--- src/rtl/stack_sequencer.sv ---
// ---------------------------------------------------------------------------
// stack_sequencer
//
// Multi-cycle sequencer for CALL, RET, RETI and hardware interrupt entry.
// It owns the stack pointer and drives the shared 16-bit data-memory port.
// The pipeline is stalled while it is active. At the end it issues a single
// pc_load/flush/done pulse.
//
// Ports
//   clk, rst_n          clock; asynchronous active-low reset
//   start, op           one-cycle request (0 CALL, 1 RET, 2 RETI, 3 INT)
//   return_pc           PC to save (CALL, INT)
//   target_pc           CALL destination
//   flags_in            CCR to save (INT)
//   mem_ready           memory accepts the current access; read data valid
//   mem_rdata           read data
//   mem_rd, mem_wr      access requests (never both high)
//   mem_addr, mem_wdata access address and write data
//   sp                  current stack pointer (full-descending)
//   busy, stall         sequencer active; busy | start
//   pc_load, pc_out     one-cycle PC load pulse and the new PC
//   flush, done         both equal pc_load
//   flags_load, flags_out  CCR restore pulse (RETI) and the restored flags
//   err                 start received while busy
//
// Memory handshake: while in a memory state, mem_rd/mem_wr, mem_addr and
// mem_wdata are held constant. The access completes in the first cycle with
// mem_ready = 1. Only in that cycle does the state advance, SP move, and
// read data get captured.
// ---------------------------------------------------------------------------
module stack_sequencer #(
  parameter int                ADDR_W  = 20,
  parameter logic [ADDR_W-1:0] SP_INIT = 20'hFFFFF,
  parameter int                PC_W    = 32
) (
  input  logic              clk,
  input  logic              rst_n,
  input  logic              start,
  input  logic [1:0]        op,
  input  logic [PC_W-1:0]   return_pc,
  input  logic [PC_W-1:0]   target_pc,
  input  logic [2:0]        flags_in,
  input  logic              mem_ready,
  input  logic [15:0]       mem_rdata,
  output logic              mem_rd,
  output logic              mem_wr,
  output logic [ADDR_W-1:0] mem_addr,
  output logic [15:0]       mem_wdata,
  output logic [ADDR_W-1:0] sp,
  output logic              busy,
  output logic              stall,
  output logic              pc_load,
  output logic [PC_W-1:0]   pc_out,
  output logic              flush,
  output logic              flags_load,
  output logic [2:0]        flags_out,
  output logic              done,
  output logic              err
);

  localparam logic [1:0] OP_CALL = 2'd0;
  localparam logic [1:0] OP_RETI = 2'd2;
  localparam logic [1:0] OP_INT  = 2'd3;
  localparam logic [ADDR_W-1:0] ONE = ADDR_W'(1);

  typedef enum logic [3:0] {
    S_IDLE, S_PUSH_FLG, S_PUSH_HI, S_PUSH_LO, S_POP_LO,
    S_POP_HI, S_POP_FLG, S_VEC_LO, S_VEC_HI, S_FINISH
  } state_t;

  state_t            state, next_state;
  logic [1:0]        op_q;
  logic [PC_W-1:0]   ret_q;
  logic [PC_W-1:0]   tgt_q;
  logic [2:0]        flg_q;
  logic [15:0]       lo_q;
  logic [15:0]       hi_q;
  logic [2:0]        flags_q;

  logic is_push, is_pop;

  always_comb begin
    next_state = state;
    mem_rd     = 1'b0;
    mem_wr     = 1'b0;
    mem_addr   = '0;
    mem_wdata  = '0;
    pc_load    = 1'b0;
    flags_load = 1'b0;
    pc_out     = '0;
    is_push    = 1'b0;
    is_pop     = 1'b0;
    case (state)
      S_IDLE: begin
        if (start) begin
          case (op)
            OP_CALL: next_state = S_PUSH_HI;
            OP_INT:  next_state = S_PUSH_FLG;
            default: next_state = S_POP_LO;
          endcase
        end
      end
      S_PUSH_FLG: begin
        mem_wr    = 1'b1;
        mem_addr  = sp;
        mem_wdata = {13'b0, flg_q};
        is_push   = 1'b1;
        if (mem_ready) next_state = S_PUSH_HI;
      end
      S_PUSH_HI: begin
        mem_wr    = 1'b1;
        mem_addr  = sp;
        mem_wdata = ret_q[31:16];
        is_push   = 1'b1;
        if (mem_ready) next_state = S_PUSH_LO;
      end
      S_PUSH_LO: begin
        mem_wr    = 1'b1;
        mem_addr  = sp;
        mem_wdata = ret_q[15:0];
        is_push   = 1'b1;
        if (mem_ready) next_state = (op_q == OP_INT) ? S_VEC_LO : S_FINISH;
      end
      S_POP_LO: begin
        mem_rd   = 1'b1;
        mem_addr = sp + ONE;
        is_pop   = 1'b1;
        if (mem_ready) next_state = S_POP_HI;
      end
      S_POP_HI: begin
        mem_rd   = 1'b1;
        mem_addr = sp + ONE;
        is_pop   = 1'b1;
        if (mem_ready) next_state = (op_q == OP_RETI) ? S_POP_FLG : S_FINISH;
      end
      S_POP_FLG: begin
        mem_rd   = 1'b1;
        mem_addr = sp + ONE;
        is_pop   = 1'b1;
        if (mem_ready) next_state = S_FINISH;
      end
      S_VEC_LO: begin
        mem_rd   = 1'b1;
        mem_addr = '0;
        if (mem_ready) next_state = S_VEC_HI;
      end
      S_VEC_HI: begin
        mem_rd   = 1'b1;
        mem_addr = ONE;
        if (mem_ready) next_state = S_FINISH;
      end
      S_FINISH: begin
        pc_load    = 1'b1;
        flags_load = (op_q == OP_RETI);
        // Popped words and vector words share the lo/hi capture registers.
        pc_out     = (op_q == OP_CALL) ? tgt_q : {hi_q, lo_q};
        next_state = S_IDLE;
      end
      default: next_state = S_IDLE;
    endcase
  end

  always_ff @(posedge clk or negedge rst_n) begin
    if (!rst_n) begin
      state   <= S_IDLE;
      sp      <= SP_INIT;
      op_q    <= '0;
      ret_q   <= '0;
      tgt_q   <= '0;
      flg_q   <= '0;
      lo_q    <= '0;
      hi_q    <= '0;
      flags_q <= '0;
    end else begin
      state <= next_state;
      if (state == S_IDLE && start) begin
        op_q  <= op;
        ret_q <= return_pc;
        tgt_q <= target_pc;
        flg_q <= flags_in;
      end
      if (mem_ready) begin
        // SP wraps silently modulo 2^ADDR_W.
        if (is_push) sp <= sp - ONE;
        if (is_pop)  sp <= sp + ONE;
        case (state)
          S_POP_LO, S_VEC_LO: lo_q    <= mem_rdata;
          S_POP_HI, S_VEC_HI: hi_q    <= mem_rdata;
          S_POP_FLG:          flags_q <= mem_rdata[2:0];
          default: ;
        endcase
      end
    end
  end

  assign busy      = (state != S_IDLE);
  assign stall     = busy | start;
  assign err       = start & busy;
  assign done      = pc_load;
  assign flush     = pc_load;
  assign flags_out = flags_q;

endmodule

--- config.mk ---
export PLATFORM = sky130hd
export DESIGN_NAME = stack_sequencer
export DESIGN_NICKNAME = d
export VERILOG_FILES = /design/src/rtl/stack_sequencer.sv
export SDC_FILE = /design/constraint.sdc
export NUM_CORES = 1
export LEC_CHECK = 0
export BUFFER_PORTS_ARGS = -buffer_cell sky130_fd_sc_hd__buf_2
export CAP_MARGIN = 5
export CORE_MARGIN = 4
export CORE_UTILIZATION = 45
export DETAILED_ROUTE_END_ITERATION = 7
export PLACE_DENSITY = 0.69
export SYNTH_ARGS = -nofsm -noshare
export SYNTH_HDL_FRONTEND = slang
export SYNTH_SLANG_ARGS = --single-unit
--- constraint.sdc ---
create_clock -name clk -period 6.3 [get_ports clk]
set_input_delay 0.63 -clock clk [delete_from_list [all_inputs] [get_ports clk]]
set_output_delay 0.63 -clock clk [all_outputs]
set_load 0.05 [all_outputs]
==> results.ini, run 1 <==
[outcome]
run_status=completed

[worst_setup_path]
required_ns=5.67
regToRegEndpoint=sp[17]
crit_path_dat_ns=2.96
rrSetupSlack_ns=3.55
cp-start-kind=flip-flop
critical_path.cell_chain=nor2b_1, nand2_1, a21oi_1, buf_2
path_class=reg2out
setup.worst_path.end_class=output pin
worst_path_largest_cell_delay_ns=0.74
crit-reg2reg-launch=state[3]
worst_reg2reg_path_depth=5
crit_path_top_delay_cell=nand2_1
critical_path.max_fanout=34

[floorplan]
core_area_um2=14530
die_w_um=129.8
initial_standard_cell_utilization_of_the_core_pct=45.93
dieArea_um2=16850
die-height_um=129.8
ioPinCount=189
num_rows=44

[detailed_routing]
finalWirelength_um=17090
route.detailed.vias_per_inst=5.424
detail-route-antenna-nets=0
num_vias=5532
number_of_design_rule_violations_left_after_detail_routing=0
drtPass1Iterations=5
routedWlPerCell_um=16.76
drt_first_iter_violations=424

[yosys]
synth-edff-count=0
syn-cell-area_um2=6675
synth_most_common_cell=dfrtp_1
async_flop_share_pct=100.0
number_of_nets_in_the_synthesized_netlist=751
synth_seq_cells=128
synth_sequential_area_ratio_pct=48.36
post_synth.cell_area_avg_um2=10.14
netlist_top_cells_count=dfrtp_1 (108), nand2_1 (97), mux2_2 (96), a21oi_1 (54), o21ai_0 (39)
ys_warn_count=0
yosysTopAreaCell=dfrtp_1
postSynthCellCount=658
yosys-top-cells-area=dfrtp_1 (40%), mux2_2 (16%), dfstp_2 (7.9%), nand2_1 (5.5%), a21oi_1 (4.0%)
yosys.area.top_type_share_pct=40.49
synth_top_flop_cell=dfrtp_1
synth_unique_cells=53

[global_routing]
first_global_vias=5441
global_route_wire_length_before_repair_um=27520
groute.usage.overall_pct=20.71
grt_start_max_net_pins=58
antenna_found_initial=3
remaining_overflow_grt=0

[pwr]
total_leakage_power_nw=3.853
power.ir.vdd_worst_v=0.0003518
cellPowerDensity_nw_per_um2=610.0
power.total_w=0.005033

[sta]
fin_crit_sh_pct=56.99
achievable-frequency_mhz=278.5
post-route-min-period_ns=3.591
slew_headroom_pct=23.15
fin_setup_tns_ns=0
rsz0062_at_grt=false
number_of_hold_violations_in_the_final_report=0
final_setup_violating_endpoints=0
timing_max_transition_violations_final=0
worst_clock_skew_ns=0.01290
timing_worst_slew_pin_value_ns=1.150

[placement]
dp_hpwl_um=12180
routabilityCongestion=0.8325
port_buffers=188

[cells_and_area]
area_growth_pct=23.62
final_nets=916
antenna-diode-count=0
fill_cells=1328
drive_gt1_share_pct=42.11

[cts]
clock_tree.htree_level_count=4
holdBufCountCts=0
cts-resized-gates=0
ctsRootBufferMaster=clkbuf_16
clk_pin_slew_ns=0.06
cts_tree=yes
total_cts_buffers=17
worst_skew_pair.late_latency_ns=0.42
clock_path_buffers=2
cts_post_setup_buffers_inserted=0
cts_num_sinks=128

[run]
cap_viol_max_count=0

[worst_hold_path]
hold_path_class=in2async

## state kept, by name, summed over array words and instances, names as in the netlist
signal,cells
ret_q,32
flags_out,3
tgt_q,32
lo_q,16
flg_q,3
state,4
op_q,2
hi_q,16
sp,20
## cells in the final DEF, fill, tap and decap left out, drive strengths merged, types with 2 or more instances in the layout
master	Yosys	final
a31oi	7	7
nand3b	2	2
a22o	14	14
a22oi	3	3
nor2b	5	5
or2	2	2
and2	3	3
mux2	105	105
o22ai	3	3
nor4	6	6
xor2	11	11
nor3	8	8
dfrtp	108	108
nand3	13	13
nand4	5	5
clkbuf	34	19
nor2	34	34
nand2b	5	5
dfstp	20	20
ha	4	4
or4	4	4
clkinvlp	0	4
xnor2	7	7
a21oi	54	54
and3	6	6
o211ai	2	2
o21ai	44	44
mux2i	2	2
clkinv	0	3
buf	16	196
inv	7	12
nand2	97	97
nor3b	3	3
or3	11	11
o31ai	3	3
## critical path, delay by kind of cell (launching register included)
kind,cells,cell delay [ns]
AND/OR/NAND/NOR,2,1.15
flip-flops,1,0.66
AO/OA/AOI/OAI,1,0.40
buffers and inverters,1,0.32
## layout make-up
cell class / instances / area [um^2] / area share (%)
clock buffers: 19 / 442.9 / 5.368
clock inverters: 13 / 128.9 / 1.562
repair buffers: 196 / 1003 / 12.16
multi-input cells: 473 / 3192 / 38.68
well taps: 184 / 230.2 / 2.790
inverters: 7 / 26.28 / 0.3184
flip-flops and latches: 128 / 3228 / 39.12
## how the worst max path moves through the flow
stage,startpoint,to,slack (ns)
floorplan,sp[7],mem_addr[12],2.49
global placement,state[0],pc_out[17],3.19
detailed placement,state[0],done,3.11
CTS,state[0],done,2.68
global route,state[0],pc_out[20],2.41
finish,state[0],pc_out[17],2.71
## metrics by stage
| stage | worst slack, ns | hold slack (ns) | cells | cell area, um^2 | util, % |
|---|---|---|---|---|---|
| floorplan | 2.492 | 0.3344 | 658 | 6675 | - |
| global placement | 3.191 | 0.4730 | 988 | 7680 | 52.84 |
| detailed placement | 3.111 | 0.4787 | 988 | 7680 | 52.84 |
| CTS | 2.677 | 0.2191 | 1020 | 8252 | 56.78 |
| global route | 2.414 | 0.2395 | 1020 | 8252 | 56.78 |
| finish | 2.709 | 0.2020 | 1020 | 8252 | 56.78 |
## power breakdown
| part | leakage [nW] | switching (W) | internal [W] |
|---|---|---|---|
| clock network | 0.269 | 0.000385 | 0.000560 |
| logic | 2.08 | 0.00161 | 0.000827 |
| registers | 1.50 | 0.000367 | 0.00129 |
## metal layers
| layer | global-route usage [%] | up-vias | part of all wire (%) |
|---|---|---|---|
| met5 | 0 | - | 0.16 |
| met4 | 6.051 | 6 | 1.5 |
| met3 | 7.655 | 27 | 8.5 |
| met2 | 32.06 | 183 | 47 |
| met1 | 27.44 | 2659 | 43 |
| li1 | - | 2657 | - |
## logic make-up after synthesis
family          after synthesis  share of synthesized area (%)
simple gates                206                          14.47
mux                         107                          18.01
fa+ha+maj                     4                         0.7498
xor+xnor                     18                          2.362
compound gates              138                          12.07
buf+inv                      57                          3.974
flops                       128                          48.36
No activity file was read; power rests on OpenSTA's default activity.
==> inputs of run 2 (changes only) <==
Clock period 6.3 ns to 3.7 ns, I/O delays scaled along.
==> results.ini, run 2 (synthesized netlist as in run 1, its figures left out) <==
[sta]
timing_max_transition_violations_final=0  ; unchanged
timing_worst_slew_pin_value_ns=0.9164  ; was 1.150 ns
finalHoldWorstSlack_ns=0.09470  ; was 0.2020 ns
final_setup_violating_endpoints=0  ; unchanged
achievable-frequency_mhz=319.7
post-route-min-period_ns=3.128
fin_setup_tns_ns=0  ; unchanged
number_of_hold_violations_in_the_final_report=0  ; unchanged
rsz0062_at_grt=false  ; unchanged
worst_clock_skew_ns=0.007475  ; was 0.01290 ns
fin_crit_sh_pct=84.53
slew_headroom_pct=38.90  ; was 23.15%

[cts]
cts_post_setup_buffers_inserted=0  ; unchanged
ctsRootBufferMaster=clkbuf_16  ; unchanged
worst_skew_pair.late_latency_ns=0.41  ; was 0.42 ns
cts_num_sinks=128  ; unchanged
cts-resized-gates=0  ; unchanged
clock_tree.htree_level_count=4  ; unchanged
total_cts_buffers=17  ; unchanged
holdBufCountCts=0  ; unchanged
cts_tree=yes  ; unchanged
clk_pin_slew_ns=0.06  ; about the same
clock_path_buffers=2  ; unchanged

[pwr]
total_leakage_power_nw=3.917  ; was 3.853 nW
share_seq_of_total_power_pct=32.1  ; was 32.8%
proportion_of_power_drawn_by_the_clock_network_pct=20.3  ; was 18.8%
power.total_w=0.008731  ; was 0.005033 W
comb_power_share_pct=47.6  ; was 48.4%
power.ir.vdd_worst_v=0.0005595  ; was 0.0003518 V
cellPowerDensity_nw_per_um2=1045  ; was 610.0 nW/um^2
internal_cell_power_w=0.004758  ; was 0.002673 W
power_switching_share_pct=45.50  ; was 46.90%
power.net_switching_w=0.003972  ; was 0.002361 W

[worst_setup_path]
crit_top_cell=o21ai_0
crit_path_dat_ns=2.76  ; was 2.96 ns
setup.worst_path.end_class=output pin  ; unchanged
required_ns=3.33  ; was 5.67 ns
cp-start-kind=flip-flop  ; unchanged
path_class=reg2out  ; unchanged
worst_path_largest_cell_delay_ns=0.74  ; about the same
critical_path.max_fanout=8  ; was 34
path_delay_family=simple AND/OR/NAND/NOR gates  ; unchanged
rrSetupSlack_ns=1.27  ; was 3.55 ns
cp_num_buf_inv=1  ; unchanged
critical_path.cell_chain=ha_1, nand3_1, nor4_1, a21oi_1, o21ai_0, o21ai_0, buf_2  ; was nor2b_1, nand2_1, a21oi_1, buf_2
crit_path_top_delay_cell=nor4_1  ; was nand2_1

[detailed_routing]
num_vias=5628  ; was 5532
drt_first_iter_violations=362  ; was 424
route.detailed.vias_per_inst=5.491  ; was 5.424
detail-route-antenna-nets=0  ; unchanged
drtPass1Iterations=5  ; unchanged
finalWirelength_um=17260  ; was 17090 um
routedWlPerCell_um=16.84  ; was 16.76 um
number_of_design_rule_violations_left_after_detail_routing=0  ; unchanged

[global_routing]
grt_start_max_net_pins=72  ; was 58
groute.usage.overall_pct=20.94  ; was 20.71%
antenna_found_initial=4  ; was 3
first_global_vias=5465  ; was 5441
remaining_overflow_grt=0  ; unchanged
global_route_wire_length_before_repair_um=28020  ; was 27520 um

[placement]
port_buffers=188  ; unchanged
routabilityCongestion=0.8306  ; was 0.8325
total_cell_area_at_the_placement_stage_um2=7722  ; was 7680 um^2
dp_hpwl_um=11860  ; was 12180 um

[floorplan]
die-height_um=129.8  ; unchanged
initial_standard_cell_utilization_of_the_core_pct=45.93  ; unchanged
die_w_um=129.8  ; unchanged
core_area_um2=14530  ; unchanged
ioPinCount=189  ; unchanged
dieArea_um2=16850  ; unchanged
num_rows=44  ; unchanged

[cells_and_area]
finalCoreUtilization_pct=57.50  ; was 56.78%
final_common_cell=buf_2  ; unchanged
layout.cells.most_common_list=buf_2 (187), dfrtp_1 (108), nand2_1 (96), mux2_2 (96), a21oi_1 (54)  ; unchanged
area_growth_pct=25.19  ; was 23.62%
drive_gt1_share_pct=42.50  ; was 42.11%
fill_cells=1342  ; was 1328
stdcell_area_um2=8357  ; was 8252 um^2
biggestRegsByFlops=ret_q: 32 flops, tgt_q: 32 flops, sp: 20 flops  ; unchanged
final_nets=920  ; was 916

[worst_hold_path]
hold_path_class=in2async  ; unchanged

[run]
cap_viol_max_count=0  ; unchanged

[outcome]
run_status=completed  ; unchanged

==> run 2: power by group through the flow <==
stage               sequential (W)  combinational (W)  clock [W]
CTS                        0.00280            0.00419    0.00179
global placement           0.00278            0.00413          0
finish                     0.00280            0.00416    0.00177
floorplan                  0.00293            0.00312          0
detailed placement         0.00281            0.00417          0
global route               0.00291            0.00450    0.00187
==> run 2: final timing paths <==
| check | startpoint | endpoint | cells past startpoint |
|---|---|---|---|
| setup / recovery | sp[1] | mem_addr[18] | 7 |
| hold / removal | rst_n | tgt_q[30] | 1 |
| setup reg to reg | state[2] | tgt_q[25] | 5 |
| hold reg to reg | ret_q[17] | ret_q[17] | 1 |
| max in group asynchronous | rst_n | state[1] | 2 |
| min in group clk | return_pc[12] | ret_q[12] | 2 |
==> run 2: worst reg2reg max path, cell delays in order (launching register included) <==
cell and delay [ns]:
dfrtp_1 0.54, or2_2 0.44, nor3_1 0.37, nand2_2 0.08, buf_4 0.39, mux2_1 0.50
==> run 2: cell type report <==
cell class,instances,area (um^2),share of cell area (%)
Antenna cell,1,2.502,0.02994
Clock inverter,11,151.4,1.812
Timing Repair Buffer,200,1046,12.52
Clock buffer,21,480.5,5.749
Tap cell,184,230.2,2.755
Sequential cell,128,3228,38.63
Multi-Input combinational cell,473,3192,38.19
Inverter,7,26.28,0.3144
==> run 2: stage by stage <==
stage	setup WS, ns	std cells
global route	0.3384	1025
detailed placement	1.035	992
global placement	1.085	992
CTS	0.5870	1024
finish	0.5724	1025
floorplan	0.1517	658
==> run 2: metal layers <==
| metal | part of all wire (%) | global-route usage, % | routed length (um) |
|---|---|---|---|
| met2 | 47 | 32.39 | 8036 |
| met1 | 44 | 28.10 | 7514 |
| met4 | 1.7 | 6.051 | 294 |
| met5 | 0.20 | 0 | 34 |
| met3 | 8.0 | 7.245 | 1380 |
==> inputs of run 3 (changes only) <==
Settings changed: PLACE_DENSITY 0.69 to 0.71.
Clock period 3.7 ns to 2.5 ns, I/O delays scaled along.
==> results.ini, run 3 (synthesized netlist as in run 1, its figures left out) <==
[run]
cap_viol_max_count=0  ; unchanged

[floorplan]
core_area_um2=14530  ; unchanged
ioPinCount=189  ; unchanged
num_rows=44  ; unchanged
die_w_um=129.8  ; unchanged
dieArea_um2=16850  ; unchanged
initial_standard_cell_utilization_of_the_core_pct=45.93  ; unchanged
die-height_um=129.8  ; unchanged

[cells_and_area]
fill_cells=1216  ; was 1342
area_growth_pct=34.68  ; was 25.19%
final_nets=964  ; was 920
layout.cells.most_common_list=buf_2 (165), dfrtp_1 (107), mux2_2 (96)  ; was buf_2 (187), dfrtp_1 (108), nand2_1 (96), mux2_2 (96), a21oi_1 (54)
biggestRegsByFlops=ret_q: 32 flops, tgt_q: 32 flops, sp: 20 flops  ; unchanged
final_common_cell=buf_2  ; unchanged
drive_gt1_share_pct=48.81  ; was 42.50%
stdcell_area_um2=8990  ; was 8357 um^2
finalCoreUtilization_pct=61.85  ; was 57.50%

[pwr]
power_switching_share_pct=45.45  ; was 45.50%
power.ir.vdd_worst_v=0.0008393  ; was 0.0005595 V
internal_cell_power_w=0.007401  ; was 0.004758 W
proportion_of_power_drawn_by_the_clock_network_pct=17.8  ; was 20.3%
share_seq_of_total_power_pct=29.8  ; was 32.1%
total_leakage_power_nw=4.217  ; was 3.917 nW
comb_power_share_pct=52.5  ; was 47.6%
power.net_switching_w=0.006165  ; was 0.003972 W
cellPowerDensity_nw_per_um2=1509  ; was 1045 nW/um^2

[sta]
finalHoldWorstSlack_ns=0.04921  ; was 0.09470 ns
post-route-min-period_ns=2.444
final_setup_violating_endpoints=0  ; unchanged
timing_max_transition_violations_final=0  ; unchanged
rsz0062_at_grt=true  ; was false
achievable-frequency_mhz=409.1
final_critical_path_setup_slack_ns=0.05576  ; was 0.5724 ns
timing_worst_slew_pin_value_ns=0.6602  ; was 0.9164 ns
slew_headroom_pct=55.79  ; was 38.90%
worst_clock_skew_ns=0.007934  ; was 0.007475 ns
number_of_hold_violations_in_the_final_report=0  ; unchanged
fin_crit_sh_pct=97.77

[detailed_routing]
drtPass1Iterations=5  ; unchanged
num_vias=5902  ; was 5628
drt_first_iter_violations=353  ; was 362
routedWlPerCell_um=17.06  ; was 16.84 um
finalWirelength_um=18220  ; was 17260 um
detail-route-antenna-nets=0  ; unchanged
number_of_design_rule_violations_left_after_detail_routing=0  ; unchanged
route.detailed.vias_per_inst=5.526  ; was 5.491

[worst_hold_path]
hold_path_class=in2reg  ; was in2async
min_from=target_pc[29]
cell_count_of_the_worst_hold_path=2

[worst_setup_path]
path_class=reg2out  ; unchanged
cp_depth=8  ; was 7
crit-reg2reg-launch=sp[6]  ; was state[2]
setup.worst_path.end_class=output pin  ; unchanged
required_ns=2.25  ; was 3.33 ns
critical_path.startpoint=sp[0]  ; was sp[1]
critical_path.max_fanout=6  ; was 8
path_delay_family=flip-flops  ; was simple AND/OR/NAND/NOR gates
worst_path_largest_cell_delay_ns=0.59  ; was 0.74 ns
cp_num_buf_inv=2  ; was 1
crit_path_dat_ns=2.19  ; was 2.76 ns
worst_reg2reg_path_depth=6  ; was 5
crit_path_top_delay_cell=dfstp_2  ; was nor4_1
cp-start-kind=flip-flop  ; unchanged
critical_path.cell_chain=ha_4, nand3_4, nor4_4, buf_4, a21oi_2, o21ai_1, o21ai_2, buf_6  ; was ha_1, nand3_1, nor4_1, a21oi_1, o21ai_0, o21ai_0, buf_2

[cts]
clock_tree.htree_level_count=4  ; unchanged
worst_skew_pair.late_latency_ns=0.42  ; was 0.41 ns
ctsRootBufferMaster=clkbuf_16  ; unchanged
cts_num_sinks=128  ; unchanged
clock_path_buffers=2  ; unchanged
total_cts_buffers=17  ; unchanged
cts_tree=yes  ; unchanged
clk_pin_slew_ns=0.05  ; was 0.06 ns

[global_routing]
groute.usage.overall_pct=21.50  ; was 20.94%
global_route_wire_length_before_repair_um=28540  ; was 28020 um
antenna_found_initial=4  ; unchanged
grt_start_max_net_pins=65  ; was 72
remaining_overflow_grt=0  ; unchanged
first_global_vias=5735  ; was 5465

[placement]
dpl_worst_slack_ns=0.1728  ; was 1.035 ns
total_cell_area_at_the_placement_stage_um2=8006  ; was 7722 um^2
dp_hpwl_um=12420  ; was 11860 um
port_buffers=188  ; unchanged
routabilityCongestion=0.8432  ; was 0.8306

[outcome]
run_status=completed  ; unchanged

## run 3: cell types whose count changed in the layout (fill, tap and decap cells not counted), moves of 4 or more
cell / before / now
nor2_1: 33 / 28
nor2_2: 1 / 5
buf_4: 12 / 57
clkbuf_4: 0 / 7
a21oi_1: 54 / 50
o21ai_2: 0 / 9
o21ai_0: 39 / 16
o21ai_1: 5 / 17
buf_6: 0 / 11
buf_2: 187 / 165
## run 3: repair_timing
action | in CTS | in global routing
endpoints found under the hold margin | 22 | 0
gates cloned | 0 | 0
hold buffers | 1 | 0
pin swaps | 4 | 7
resized for setup | 30 | 50
buffers inserted | 7 | 14
setup endpoints to repair | 10 | 27
## run 3: worst paths after layout
check,to,slack (ns)
setup / recovery,mem_addr[18],0.06
hold / removal,tgt_q[29],0.05
setup reg to reg,sp[17],0.16
hold reg to reg,ret_q[1],0.50
max in group asynchronous,hi_q[6],1.35
min in group asynchronous,tgt_q[24],0.33
## run 3: final cells by class
type	instances	area (um^2)	share of cell area [%]
multi-input cells	473	3428	38.14
flip-flops and latches	128	3229	35.92
repair buffers	244	1500	16.69
clock buffers	22	464.2	5.164
well taps	184	230.2	2.561
clock inverters	9	108.9	1.211
inverters	7	26.28	0.2923
diodes	1	2.502	0.02784
## run 3: per-layer routing
layer / vias up / global-route usage, % / part of all wire (%)
met3: 47 / 7.041 / 8.1
li1: 2765 / - / -
met2: 236 / 33.00 / 48
met4: 6 / 9.719 / 2.5
met5: - / 0 / 0.18
met1: 2848 / 27.82 / 42
## run 3: stage by stage
step | total power (W) | std cells | setup TNS, ns
final | 0.01357 | 1068 | 0
after global routing | 0.01439 | 1068 | -0.1597
after CTS | 0.01336 | 1053 | 0
after detailed placement | 0.01071 | 1014 | 0
after global placement | 0.01058 | 1014 | 0
after floorplan | 0.009072 | 658 | -0.1438
## run 3: power by group through the flow
stage | sequential (W) | clock [W] | combinational, W
after global routing | 0.00418 | 0.00256 | 0.00765
after global placement | 0.00405 | 0 | 0.00652
after floorplan | 0.00434 | 0 | 0.00473
after detailed placement | 0.00411 | 0 | 0.00660
after CTS | 0.00405 | 0.00247 | 0.00683
final | 0.00404 | 0.00241 | 0.00712
